<file path="config.mk">
export PLATFORM = sky130hd
export DESIGN_NAME = spi_slave_sync
export DESIGN_NICKNAME = d
export VERILOG_FILES = /design/src/rtl/spi_slave_sync.sv
export SDC_FILE = /design/constraint.sdc
export NUM_CORES = 1
export LEC_CHECK = 0
export CORE_AREA = 2 2 39 41
export CTS_CLUSTER_DIAMETER = 80
export DETAILED_ROUTE_END_ITERATION = 7
export DIE_AREA = 0 0 41 43
export GPL_TIMING_DRIVEN = 1
export HOLD_SLACK_MARGIN = 0.06
export PLACE_DENSITY = 0.51
export SLEW_MARGIN = 5
export SYNTH_ARGS = -nofsm -noshare
export SYNTH_HDL_FRONTEND = slang
export SYNTH_SLANG_ARGS = --single-unit
</file>
<file path="constraint.sdc">
create_clock -name clk -period 0.9 [get_ports clk]
set_input_delay 0.09 -clock clk [delete_from_list [all_inputs] [get_ports clk]]
set_output_delay 0.09 -clock clk [all_outputs]
set_load 0.01 [all_outputs]
</file>
<file path="src/rtl/spi_slave_sync.sv">
// Synchronizes the SPI pins into clk and derives SCK/SS edge strobes.
module spi_slave_sync #(
  parameter int SYNC_STAGES = 2
)(
  input  logic clk,
  input  logic reset,
  input  logic i_ss,
  input  logic i_sck,
  input  logic i_mosi,
  output logic o_ss,
  output logic o_mosi,
  output logic o_ss_rise,
  output logic o_ss_fall,
  output logic o_sck_rise,
  output logic o_sck_fall
);

  logic [SYNC_STAGES-1:0] r_ss_sync;
  logic [SYNC_STAGES-1:0] r_sck_sync;
  logic [SYNC_STAGES-1:0] r_mosi_sync;
  logic                   r_ss_d;
  logic                   r_sck_d;
  logic                   w_ss;
  logic                   w_sck;

  // SS resets low so a frame already in progress at reset release never
  // produces a falling edge; only a real high-then-low is seen as a select.
  always_ff @(posedge clk) begin
    if (reset) begin
      r_ss_sync   <= '0;
      r_sck_sync  <= '1;
      r_mosi_sync <= '0;
      r_ss_d      <= 1'b0;
      r_sck_d     <= 1'b1;
    end else begin
      r_ss_sync   <= {r_ss_sync[SYNC_STAGES-2:0], i_ss};
      r_sck_sync  <= {r_sck_sync[SYNC_STAGES-2:0], i_sck};
      r_mosi_sync <= {r_mosi_sync[SYNC_STAGES-2:0], i_mosi};
      r_ss_d      <= w_ss;
      r_sck_d     <= w_sck;
    end
  end

  assign w_ss       = r_ss_sync[SYNC_STAGES-1];
  assign w_sck      = r_sck_sync[SYNC_STAGES-1];
  assign o_ss       = w_ss;
  assign o_mosi     = r_mosi_sync[SYNC_STAGES-1];
  assign o_ss_rise  = w_ss & ~r_ss_d;
  assign o_ss_fall  = ~w_ss & r_ss_d;
  assign o_sck_rise = w_sck & ~r_sck_d;
  assign o_sck_fall = ~w_sck & r_sck_d;

endmodule

</file>
==> summary.log, run 1 <==
[yosys] top cells by area in the synthesized netlist sky130_fd_sc_hd__dfxtp_1 68%, sky130_fd_sc_hd__nor2b_1 24%, sky130_fd_sc_hd__or2_1 8.0%
[route] final WL 342 µm
[yosys] Synth Net Count 25
[timing] final worst slack -25.37 ps
[clocking] Clock Root Buffer sky130_fd_sc_hd__clkbuf_4
[yosys] synthesized cell area 235.2 µm²
[pwr] switching share of power 0.1931
[hold_path] class of the tightest hold or removal check primary input to flop
[yosys] area fraction of the dominant cell type after synthesis 0.6809
[layout] number of filler instances in the final layout 140
[setup_path] data arrival at the endpoint of the critical path 840 ps
[yosys] post-synthesis share of cell area spent on full adders, half adders and majority gates 0
[yosys] dominant combinational cell family by area after synthesis simple AND/OR/NAND/NOR gates
[route] routed len/inst 6.840 µm
[yosys] top cell type by total area after synthesis sky130_fd_sc_hd__dfxtp_1
[clocking] CTS hold repair buffers 0
[die] number of top-level design ports 11
[clocking] maximum buffer depth of the clock tree 2
[global_route] overall fraction of global-route tracks in use 0.05847
[pwr] total power density per cell area 1870 nW/µm²
[pwr] leakage dissipation 0.0001603 µW
[setup_path] data required time at the worst endpoint 810 ps
[pwr] Internal Pwr Total 558.7 µW
[yosys] synthesized instance count 20
[clocking] count of clock tree sinks 8
[layout] Net count, final 41
[timing] final period demand of the worst path 925.4 ps
[placement] Routability Congestion 0.5981
[die] number of core rows 14
[yosys] share of cell area taken by muxes after synthesis 0
[yosys] number of distinct library cells after synthesis 3
[timing] top achievable clock speed 1081 MHz
[setup_path] startpoint type of the worst setup path flop
[pwr] Max VDD drop 870.2 µV
[clocking] clock edge transition at the registers on the reported setup and hold paths 50 ps
[route] post-detailed-route via-to-cell ratio 3.500
[timing] accumulated negative setup slack -38.07 ps
[outcome] violations in the final reports negative setup slack
[timing] Slew Limit Fails 0
[yosys] share of the synthesized netlist area taken by xor and xnor gates 0
[outcome] status finished with violations
[die] Die Height 43 µm
[layout] Antenna Cells 0
[clocking] source-to-sink clock delay at the later pin of the worst-skew pair 250 ps
[setup_path] classification of the worst setup path flop to output port
[global_route] largest net degree at the start of global routing 9
[global_route] first-pass GRT wire length 579 µm
[route] residual DRC count 0
[placement] buffers added on ports 10
[placement] pre-CTS setup slack -202.3 ps
[clocking] CTS buffer count 3
[die] Die X-Extent 41 µm
[layout] final core occ 0.2676
[timing] relative slew slack 0.8471
[pwr] Clk pwr share 0.380
[pwr] fraction of power consumed by sequential logic 0.543
[setup_path] CP Max Fanout 3
[timing] Worst Hold Slack 395.0 ps
[yosys] synthesized flop and latch total 8
[global_route] GRT Residual Overflow 0
[job] Max-Cap Viols 0
[layout] Area Overhead vs Synth 57.45%
[die] die area 1763 µm²
[timing] fraction of the cycle the final worst path needs 1.028
[pwr] power share of the combinational group 0.077
[yosys] synthesized-area fraction occupied by and/or/nand/nor cells 0.3191
[pwr] total net switching power 133.7 µW
[yosys] average footprint of a synthesized cell 11.76 µm²
[layout] highest-count cells in the layout ignoring fill and taps 9 x sky130_fd_sc_hd__nor2b_1, 4 x sky130_fd_sc_hd__clkdlybuf4s50_1, 4 x sky130_fd_sc_hd__buf_2, 4 x sky130_fd_sc_hd__dfxtp_1, 4 x sky130_fd_sc_hd__dfxtp_2
[yosys] Synth Area in Compound Gates 0
[timing] measured slew at the worst slew-check pin 228.6 ps
[global_route] via count of the first global-routing pass 150
[pwr] Overall Power 692.4 µW
[route] vias after detailed routing 175
[timing] setup repair after global routing missed its margin yes
[clocking] TritonCTS clock tree done
[route] number of DRC violations after detailed-routing iteration 0 0
[die] Floorplan Core Area 1384 µm²
[global_route] initial antenna violation count 0
[route] number of detailed-routing iterations run before antenna repair 1
[setup_path] Critical Path End Type output port
[clocking] H-tree level count 1
[layout] ratio of cells with drive above 1 in the final layout 0.4118
[timing] endpoints failing hold 0
[yosys] count of yosys warnings during synthesis 0
[layout] most common cell after layout, fill and taps aside sky130_fd_sc_hd__nor2b_1
[yosys] sequential share of the synthesized area 0.6809
[timing] largest clock skew in the final design 4.967 ps
[die] starting utilization of the core area 0.1700
[route] antenna viol nets, final 0
[timing] number of setup violations in the final report 2
final timing paths:
check / start / end / slack [ps] / cells past startpoint
worst min-delay path: i_sck / r_sck_sync[0] / 400 / 2
worst max register to register: r_ss_sync[1] / r_ss_d / 240 / 2
worst min register to register: r_sck_sync[0] / r_sck_sync[1] / 400 / 1
worst max-delay path: r_ss_sync[1] / o_ss_rise / -30 / 2
Yosys cell counts, drive strengths merged:
cell	count
or2	3
dfxtp	8
nor2b	9
routing by layer:
layer / vias to the layer above / track usage / wire (µm)
met4: 0 / 0.02000 / 0
li1: 89 / - / -
met1: 72 / 0.05212 / 132
met5: - / 0 / 0
met2: 14 / 0.06563 / 135
met3: 0 / 0.09424 / 74
stage by stage:
stage / instance area [µm²] / instances
2_1_floorplan: 235.2 / 20
3_3_place_gp: 355.3 / 46
3_5_place_dp: 355.3 / 46
4_1_cts: 357.8 / 49
5_1_grt: 370.4 / 50
6_report: 370.4 / 50
critical path, cell delays in order, from the launching register on:
cell	delay [ps]
sky130_fd_sc_hd__dfxtp_2	340
sky130_fd_sc_hd__nor2b_1	120
sky130_fd_sc_hd__buf_2	130
area by class of cell:
class | count | area [µm²] | area share
Sequential cell | 8 | 165.2 | 0.4459
Timing Repair Buffer | 11 | 87.58 | 0.2365
Multi-Input combinational cell | 12 | 75.07 | 0.2027
Clock buffer | 3 | 22.52 | 0.06081
Tap cell | 16 | 20.02 | 0.05405
flip-flops by register name, indices dropped and copies added, names as in the netlist:
name         cells
r_sck_d          1
r_ss_sync        2
r_mosi_sync      2
r_sck_sync       2
r_ss_d           1
power by group through the flow:
| stage | clock, µW | combinational [µW] | sequential [µW] |
|---|---|---|---|
| 3_5_place_dp | 0 | 57.4 | 382 |
| 3_3_place_gp | 0 | 56.6 | 381 |
| 6_report | 263 | 53.6 | 376 |
| 5_1_grt | 305 | 59.7 | 377 |
| 4_1_cts | 280 | 49.2 | 376 |
| 2_1_floorplan | 0 | 16.6 | 383 |
kinds of logic (layout without fill, tap and decap cells):
logic type	Yosys count	in the layout
buffers and inverters	0	14
flip-flops	8	8
AND/OR/NAND/NOR	12	12
timing repair:
| action | in CTS | in global routing |
|---|---|---|
| setup endpoints to repair | 6 | 5 |
| buffers inserted | 0 | 1 |
| gates resized for setup | 26 | 3 |
(Power assumes the default switching activity.)
==> inputs of run 2 (changes only) <==
--- a/config.mk
+++ b/config.mk
@@ -12,6 +12,7 @@
 export GPL_TIMING_DRIVEN = 1
 export HOLD_SLACK_MARGIN = 0.06
 export PLACE_DENSITY = 0.51
+export REMOVE_ABC_BUFFERS = 1
 export SLEW_MARGIN = 5
 export SYNTH_ARGS = -nofsm -noshare
 export SYNTH_HDL_FRONTEND = slang
==> results of run 2 <==
Same layout as run 1: the final DEF is identical, and so are final timing and power.
